[config.mk]
export PLATFORM = sky130hd
export DESIGN_NAME = ahb_slave_mem
export DESIGN_NICKNAME = d
export VERILOG_FILES = /design/src/rtl/ahb_pkg.sv /design/src/rtl/ahb_slave_ram.sv /design/src/rtl/ahb_slave_mem.sv
export SDC_FILE = /design/constraint.sdc
export NUM_CORES = 1
export LEC_CHECK = 0
export BUFFER_PORTS_ARGS = -buffer_cell sky130_fd_sc_hd__buf_2
export CAP_MARGIN = 20
export CORE_ASPECT_RATIO = 0.5
export CORE_MARGIN = 10
export CORE_UTILIZATION = 53
export DETAILED_ROUTE_END_ITERATION = 10
export PLACE_DENSITY = 0.7
export REMOVE_ABC_BUFFERS = 1
export SYNTH_ARGS = -nofsm -noshare
export SYNTH_HDL_FRONTEND = slang
export SYNTH_HIERARCHICAL = 1
export SYNTH_SLANG_ARGS = --single-unit
[constraint.sdc]
create_clock -name hclk -period 7.7 [get_ports hclk]
set_input_delay 0.77 -clock hclk [delete_from_list [all_inputs] [get_ports hclk]]
set_output_delay 0.77 -clock hclk [all_outputs]
set_load 0.005 [all_outputs]
[src/rtl/ahb_pkg.sv]
// Shared AHB-Lite encodings, the memory slave's state type and its transfer
// legality check.
package ahb_pkg;

    localparam logic [1:0] HTRANS_IDLE   = 2'b00;
    localparam logic [1:0] HTRANS_BUSY   = 2'b01;
    localparam logic [1:0] HTRANS_NONSEQ = 2'b10;
    localparam logic [1:0] HTRANS_SEQ    = 2'b11;

    localparam logic [2:0] HSIZE_WORD = 3'b010;

    localparam logic HRESP_OKAY  = 1'b0;
    localparam logic HRESP_ERROR = 1'b1;

    typedef enum logic [2:0] {
        ST_IDLE,
        ST_WAIT,
        ST_DATA,
        ST_ERR1,
        ST_ERR2
    } slave_state_e;

    // Only aligned, word-sized accesses inside the local memory are legal.
    function automatic logic xferError(input logic [31:0] addr,
                                       input logic [2:0]  size,
                                       input int unsigned depth);
        return (addr >= (depth << 2)) || (size != HSIZE_WORD) || (addr[1:0] != 2'b00);
    endfunction

endpackage

[src/rtl/ahb_slave_ram.sv]
// Word memory with one write port and one registered read port; the whole
// array and the read register clear asynchronously.
module ahb_slave_ram #(
    parameter int DEPTH = 16,
    parameter int AW    = $clog2(DEPTH)
) (
    input  logic          clk_i,
    input  logic          rst_n_i,
    input  logic          wrEn_i,
    input  logic [AW-1:0] wrAddr_i,
    input  logic [31:0]   wrData_i,
    input  logic          rdEn_i,
    input  logic          rdClr_i,
    input  logic [AW-1:0] rdAddr_i,
    output logic [31:0]   rdData_o
);

    logic [31:0] mem_q [DEPTH];
    logic [31:0] rdData_q;

    always_ff @(posedge clk_i or negedge rst_n_i) begin
        if (!rst_n_i) begin
            for (int i = 0; i < DEPTH; i++) begin
                mem_q[i] <= '0;
            end
        end else if (wrEn_i) begin
            mem_q[wrAddr_i] <= wrData_i;
        end
    end

    // A write landing on the word being read in the same cycle is forwarded.
    always_ff @(posedge clk_i or negedge rst_n_i) begin
        if (!rst_n_i) begin
            rdData_q <= '0;
        end else if (rdClr_i) begin
            rdData_q <= '0;
        end else if (rdEn_i) begin
            rdData_q <= (wrEn_i && (wrAddr_i == rdAddr_i)) ? wrData_i : mem_q[rdAddr_i];
        end
    end

    assign rdData_o = rdData_q;

endmodule

[src/rtl/ahb_slave_mem.sv]
// AHB-Lite memory slave: fixed wait states on legal transfers, two-cycle
// ERROR response on illegal ones, registered read data.
module ahb_slave_mem
    import ahb_pkg::*;
#(
    parameter int DEPTH       = 16,
    parameter int WAIT_CYCLES = 1
) (
    input  logic        hclk,
    input  logic        hresetn,
    input  logic        hsel,
    input  logic [31:0] haddr,
    input  logic        hwrite,
    input  logic [2:0]  hsize,
    input  logic [1:0]  htrans,
    input  logic        hready,
    input  logic [31:0] hwdata,
    output logic        hreadyout,
    output logic        hresp,
    output logic [31:0] hrdata
);

    localparam int AW = $clog2(DEPTH);
    localparam logic [3:0] WAIT_LOAD = (WAIT_CYCLES > 0) ? 4'(WAIT_CYCLES - 1) : 4'd0;

    slave_state_e  state_q, state_d;
    logic [3:0]    waitCnt_q, waitCnt_d;
    logic [AW-1:0] addrIdx_q, addrIdx_d;
    logic          write_q, write_d;

    logic          accept;
    logic          reqError;
    logic [AW-1:0] reqIdx;
    logic          ramWrEn;
    logic          ramRdEn;
    logic          ramRdClr;
    logic [AW-1:0] ramRdAddr;

    assign reqIdx   = haddr[AW+1:2];
    assign reqError = xferError(haddr, hsize, DEPTH);
    assign ramWrEn  = (state_q == ST_DATA) && write_q;

    always_ff @(posedge hclk or negedge hresetn) begin
        if (!hresetn) begin
            state_q   <= ST_IDLE;
            waitCnt_q <= '0;
            addrIdx_q <= '0;
            write_q   <= 1'b0;
        end else begin
            state_q   <= state_d;
            waitCnt_q <= waitCnt_d;
            addrIdx_q <= addrIdx_d;
            write_q   <= write_d;
        end
    end

    // A new address phase is only taken while the slave is driving hreadyout high.
    always_comb begin
        state_d   = state_q;
        waitCnt_d = waitCnt_q;
        addrIdx_d = addrIdx_q;
        write_d   = write_q;
        accept    = 1'b0;
        hreadyout = 1'b1;
        hresp     = HRESP_OKAY;
        ramRdEn   = 1'b0;
        ramRdClr  = 1'b0;
        ramRdAddr = reqIdx;

        case (state_q)
            ST_WAIT: begin
                hreadyout = 1'b0;
                if (waitCnt_q == 4'd0) begin
                    state_d   = ST_DATA;
                    ramRdEn   = !write_q;
                    ramRdAddr = addrIdx_q;
                end else begin
                    waitCnt_d = waitCnt_q - 4'd1;
                end
            end
            ST_ERR1: begin
                hreadyout = 1'b0;
                hresp     = HRESP_ERROR;
                state_d   = ST_ERR2;
            end
            default: begin
                hresp   = (state_q == ST_ERR2) ? HRESP_ERROR : HRESP_OKAY;
                accept  = hsel && hready && ((htrans == HTRANS_NONSEQ) || (htrans == HTRANS_SEQ));
                state_d = ST_IDLE;
                if (accept) begin
                    addrIdx_d = reqIdx;
                    write_d   = hwrite;
                    if (reqError) begin
                        state_d  = ST_ERR1;
                        ramRdClr = !hwrite;
                    end else if (WAIT_CYCLES > 0) begin
                        state_d   = ST_WAIT;
                        waitCnt_d = WAIT_LOAD;
                    end else begin
                        state_d = ST_DATA;
                        ramRdEn = !hwrite;
                    end
                end
            end
        endcase
    end

    ahb_slave_ram #(
        .DEPTH (DEPTH),
        .AW    (AW)
    ) u_ram (
        .clk_i    (hclk),
        .rst_n_i  (hresetn),
        .wrEn_i   (ramWrEn),
        .wrAddr_i (addrIdx_q),
        .wrData_i (hwdata),
        .rdEn_i   (ramRdEn),
        .rdClr_i  (ramRdClr),
        .rdAddr_i (ramRdAddr),
        .rdData_o (hrdata)
    );

endmodule
==> flow_summary.toml, run 1 <==
[run_status]
status = "completed"

[clock_tree]
htree_levels = 2
clock_path_buffers = 3
post_cts.repair.setup_buffers = 0
clk-insertion-delay-late_ns = 0.58
cts_made_buffers = 49
cts_tree = "yes"
holdBufCountCts = 0
clkTransAtPathRegs_ns = 0.07
root_buffer = "clkbuf_16"
cts_resized = 0
clock_sinks = 556

[placed_design]
io_buffers = 106
place.gp.congestion = 0.788
dp_hpwl_mm = 33.5
dp_cells = 2234
postPlaceCellArea_um2 = 26100

[timing]
timing_max_transition_violations_final = 0
fin_worst_skew_ns = 0.0229
timing.fmax_mhz = 242
fin_hold_ws_ns = 0.224
setup_violations = 0
post-route-min-period_ns = 4.13
tightest_slew_ns = 1.05
fin_crit_sh = 0.536
setup_tns_ns = 0
slew_headroom = 0.300
rsz0062_at_grt = "false"
hold_viol_final = 0

[final_layout]
diodes = 0
layout-drive-gt1-share = 0.520
area_growth_syn_to_layout_pct = 10.8
final_area_um2 = 27700
multi_input_area_um2 = 10600
fin_nets = 1723
fin_cells = 2320
final-seq-area_um2 = 13900
nFillCells = 3458
utilization = 0.593

[logic_synthesis]
ys_types = 44
synth_warnings = 6
synth_edf_count = 0
synth_seq_cells = 556
avgSynthCellArea_um2 = 15.6
synthCells = 1601
synth_area_leaders = "dfrtp_1, mux2_2, mux4_2"
yosysSeqAreaShare = 0.556
synth_top_area_cell = "dfrtp_1"
synth_top_area_share = 0.556
synth_mux_area_frac = 0.348
yosys-top-cells-count = "dfrtp_1, mux2_2, mux4_2"
synth_flop_cell = "dfrtp_1"
synth_compound_area_frac = 0.0336
synth.most_common_cell = "dfrtp_1"
synth-xor-area-share = 0.00175
async_reset_ff_frac = 1.00
synthSimpleGateAreaFrac = 0.0324
synth_adder_area_share = 0.000500
synth_top_family_by_area = "multiplexers"
synth.cell_area_um2 = 25000

[setup_path]
path_max_fanout = 66
path_buf_inv = 2
start_kind = "flip-flop"
slowest_stage = "buf_4"
crit_chain = "inv_1, ha_1, nor3b_4, nand2_2, mux2_8, buf_4, mux4_2, a22oi_1, nand2_1, a221o_1"
max_stage_delay_ns = 0.94
cp-end-kind = "flip-flop"
crit_type = "flip-flop to flip-flop"
crit_family = "multiplexers"
arrival_ns = 4.59
cp.required_ns = 8.17

[power_and_ir_drop]
peakVddDrop_uv = 173
powerDensity_nw_per_um2 = 258
p_leak_nw = 12.9

[drt]
drtIter0Drc = 1088
viasPerCell = 6.30
drcViolationCount = 0
firstDrtPassIters = 4
wl_per_cell_um = 26.9
routed_wl_mm = 62.4
ant_nets = 0
num_vias = 14600

[global_route]
grt_max_degree = 170
grt_overflow = 0
antenna_found_initial = 0
grt_first_pass_wirelength_mm = 95.5
grt_pass1_vias = 15500
grtUsageTotal = 0.216

[die]
die_h_um = 174
ios = 108
fp.dieArea_um2 = 56800
start_util = 0.535
rows = 56
core_area_um2 = 46700
dieWidth_um = 327

[flow_run]
cap_violations = 0

[hold_path]
hold_class = "input port to asynchronous set/reset pin"
## worst reg2reg max path, cell delays in order, from the launching register on
cell	delay [ns]
dfrtp_1	0.41
inv_1	0.08
ha_1	0.21
nor3b_4	0.30
nand2_2	0.19
mux2_8	0.72
buf_4	1.00
mux4_2	0.45
a22oi_1	0.26
nand2_1	0.10
a221o_1	0.30
## power by group
| group | switching [mW] | internal (mW) | leakage (nW) |
|---|---|---|---|
| logic | 0.551 | 0.630 | 4.78 |
| clock network | 1.08 | 1.41 | 0.793 |
| registers | 0.217 | 3.28 | 7.29 |
## cells by family after synthesis
kind of cell,count (synthesis)
AO/OA/AOI/OAI,102
XOR/XNOR,5
adder cells (fa/ha/maj),1
buffers and inverters,144
flip-flops,556
multiplexers,645
AND/OR/NAND/NOR,148
## area by class of cell
cell class / instances / share of cell area
sequential: 556 / 0.502
multi-input combinational: 901 / 0.381
clock buffer: 73 / 0.0527
timing repair buffer: 137 / 0.0295
tap: 638 / 0.0288
clock inverter: 12 / 0.00515
inverter: 3 / 0.000407
## placed cells by master (no fill, tap or decap), drive strengths merged, types with 4 or more instances in the layout
cell type    n
dfrtp      556
mux2       516
buf        137
mux4       128
clkbuf      73
a22oi       64
nand2       53
and2        35
a221o       32
nor2        20
clkinv       8
nor4         6
nor3         6
nand3b       4
nor2b        4
inv          4
## registers in the layout, summed over array words and instances, names as in the netlist
name / count
u_ram/rdData_o: 32
u_ram/mem_q: 512
waitCnt_q: 4
state_q: 3
addrIdx_q: 4
write_q: 1
## path summary, 6_finish.rpt
kind / startpoint / to / slack, ns / cells past startpoint
max reg2reg: waitCnt_q[0]$_DFFE_PN0P_ / u_ram/rdData_o[29]$_DFFE_PN0P_ / 3.57 / 10
max: waitCnt_q[0]$_DFFE_PN0P_ / u_ram/rdData_o[29]$_DFFE_PN0P_ / 3.57 / 10
max in group asynchronous: hresetn / u_ram/mem_q[375]$_DFFE_PN0P_ / 5.94 / 2
min reg2reg: u_ram/mem_q[358]$_DFFE_PN0P_ / u_ram/mem_q[358]$_DFFE_PN0P_ / 0.49 / 1
min: hresetn / u_ram/mem_q[149]$_DFFE_PN0P_ / 0.22 / 1
min in group hclk: hwrite / write_q$_DFFE_PN0P_ / 0.43 / 3
## through the flow
step / power (mW) / setup slack, ns
after global placement: 4.64 / 3.70
after floorplan: 4.28 / 2.04
final: 7.16 / 3.57
after detailed placement: 4.73 / 3.61
after global routing: 7.47 / 3.39
after CTS: 7.22 / 3.60
## per-layer routing
layer,wire (um),GRT usage,vias to the layer above,share of wire
met1,28000,0.314,7948,0.45
met3,4620,0.0453,98,0.074
met4,1390,0.0530,0,0.022
met5,0,0,-,0
met2,28400,0.330,498,0.46
li1,-,-,6071,-
(Power assumes the default switching activity.)
==> run 2, diff against run 1 <==
==> constraint.sdc (replaced) <==
create_clock -name hclk -period 4.2 [get_ports hclk]
set_input_delay 0.42 -clock hclk [delete_from_list [all_inputs] [get_ports hclk]]
set_output_delay 0.42 -clock hclk [all_outputs]
set_load 0.005 [all_outputs]
==> flow_summary.toml, run 2 (same netlist as run 1, synthesis figures left out) <==
[run_status]
status = "completed"

[drt]
drcViolationCount = 0
num_vias = 14500
viasPerCell = 6.19
wl_per_cell_um = 25.8
routed_wl_mm = 60.2
firstDrtPassIters = 7
drtIter0Drc = 1165
ant_nets = 0

[final_layout]
layout_commonest_cell = "dfrtp_1"
layout-drive-gt1-share = 0.523
area_growth_syn_to_layout_pct = 11.7
fin_cells = 2338
multi_input_area_um2 = 10600
layout_common_cells = "dfrtp_1, mux2_2, mux4_2"
nFillCells = 3509
regMostFlops = "u_ram/mem_q"
fin_nets = 1737
final-seq-area_um2 = 13900
utilization = 0.598
largest_register_ff_count = 512

[global_route]
busiest_layer = "met2"
use_met3 = 0.0391
met2_usage = 0.339
grt_use_met1 = 0.295
grt_overflow = 0
grt_first_pass_wirelength_mm = 93.6
antenna_found_initial = 1
grt_pass1_vias = 15700
grt_max_degree = 105
grtUsageTotal = 0.211

[placed_design]
place.gp.congestion = 0.799
pre_cts_ws_ns = 0.671
dp_hpwl_mm = 35.5
io_buffers = 106
dp_cells = 2248

[clock_tree]
clock_path_buffers = 3
clkTransAtPathRegs_ns = 0.07
clock_sinks = 556
clk-insertion-delay-late_ns = 0.58
cts_made_buffers = 49
post_cts.repair.setup_buffers = 0
cts_tree = "yes"
htree_levels = 2
root_buffer = "clkbuf_16"

[timing]
slew_headroom = 0.253
fin_worst_skew_ns = 0.0149
setup_violations = 0
tightest_slew_ns = 1.12
fin_crit_sh = 0.835
timing.fmax_mhz = 285
hold_viol_final = 0
post-route-min-period_ns = 3.51
rsz0062_at_grt = "false"
finalWorstSetupSlack_ns = 0.695
timing_max_transition_violations_final = 0

[die]
fp.dieArea_um2 = 56800
rows = 56
dieWidth_um = 327
start_util = 0.535
core_area_um2 = 46700
ios = 108
die_h_um = 174

[setup_path]
cp-end-kind = "flip-flop"
path_max_fanout = 32
cp.required_ns = 4.70
arrival_ns = 4.01
crit_type = "flip-flop to flip-flop"
start_kind = "flip-flop"

[power_and_ir_drop]
p_comb_frac = 0.166
peakVddDrop_uv = 290
switchingPower_mw = 3.34
p_leak_nw = 13.0
internal_power_mw = 9.79
sw_frac_of_total = 0.255
p_clk_frac = 0.346
powerDensity_nw_per_um2 = 470
seqPwrFrac = 0.488

[flow_run]
cap_violations = 0

[hold_path]
hold_class = "input port to flip-flop"
[run 2: cell count changes in the layout (fill, tap and decap cells not counted)]
cell / change
clkinv_4: -1
dlygate4sd3_1: +1
buf_12: +10
buf_4: +4
buf_16: -1
clkbuf_1: +3
clkbuf_8: +1
diode_2: +1
[run 2: through the flow]
step	setup TNS (ns)	power (mW)	hold slack (ns)	instance area, um2
5_1_grt	0	13.7	0.0688	27900
2_1_floorplan	-45.78	7.84	0.124	24300
3_3_place_gp	0	8.53	0.469	26300
4_1_cts	0	13.2	0.0474	27900
6_report	0	13.1	0.0702	27900
3_5_place_dp	0	8.69	0.487	26300
[run 2: final cells by class]
type | count | area share
Sequential cell | 556 | 0.498
Multi-Input combinational cell | 901 | 0.378
Clock inverter | 11 | 0.00479
Clock buffer | 77 | 0.0531
Antenna cell | 1 | 0.0000896
Timing Repair Buffer | 151 | 0.0369
Tap cell | 638 | 0.0286
Inverter | 3 | 0.000403
[run 2: metal layers]
layer / wire, um / up-vias
li1: - / 6085
met1: 26200 / 7836
met2: 28800 / 459
met3: 3970 / 97
met4: 1220 / 0
met5: 0 / -
[run 2: worst max-delay path, cell delays in order, from the launching register on]
cell and delay (ns):
dfrtp_1 0.41, inv_1 0.07, ha_1 0.22, nor3b_4 0.29
nand2_2 0.19, mux2_8 0.61, xor2_1 0.19, nor3_1 0.10
a21boi_4 0.68, buf_4 0.45, a221o_1 0.21
[run 2: what timing repair did]
action / in CTS / in global routing
hold buffers: 1 / 0
resized for setup: 0 / 0
endpoints found under the hold margin: 95 / 0
[run 2: power groups by stage]
stage                     Sequential (mW)  Combinational, mW  Clock [mW]
after global placement               6.42               2.11           0
final                                6.40               2.18        4.55
after global routing                 6.48               2.37        4.87
after CTS                            6.40               2.21        4.64
after floorplan                      6.36               1.48           0
after detailed placement             6.50               2.20           0
[run 2: worst paths after layout]
kind / start / to / slack, ns / cells past startpoint
worst max register to register: waitCnt_q[0]$_DFFE_PN0P_ / u_ram/rdData_o[12]$_DFFE_PN0P_ / 0.69 / 10
min in group asynchronous: hresetn / u_ram/mem_q[212]$_DFFE_PN0P_ / 0.50 / 2
worst min-delay path: hwrite / write_q$_DFFE_PN0P_ / 0.07 / 3
worst min register to register: u_ram/mem_q[359]$_DFFE_PN0P_ / u_ram/mem_q[359]$_DFFE_PN0P_ / 0.50 / 1
max in group asynchronous: hresetn / u_ram/mem_q[222]$_DFFE_PN0P_ / 2.55 / 3
worst max-delay path: waitCnt_q[0]$_DFFE_PN0P_ / u_ram/rdData_o[12]$_DFFE_PN0P_ / 0.69 / 10
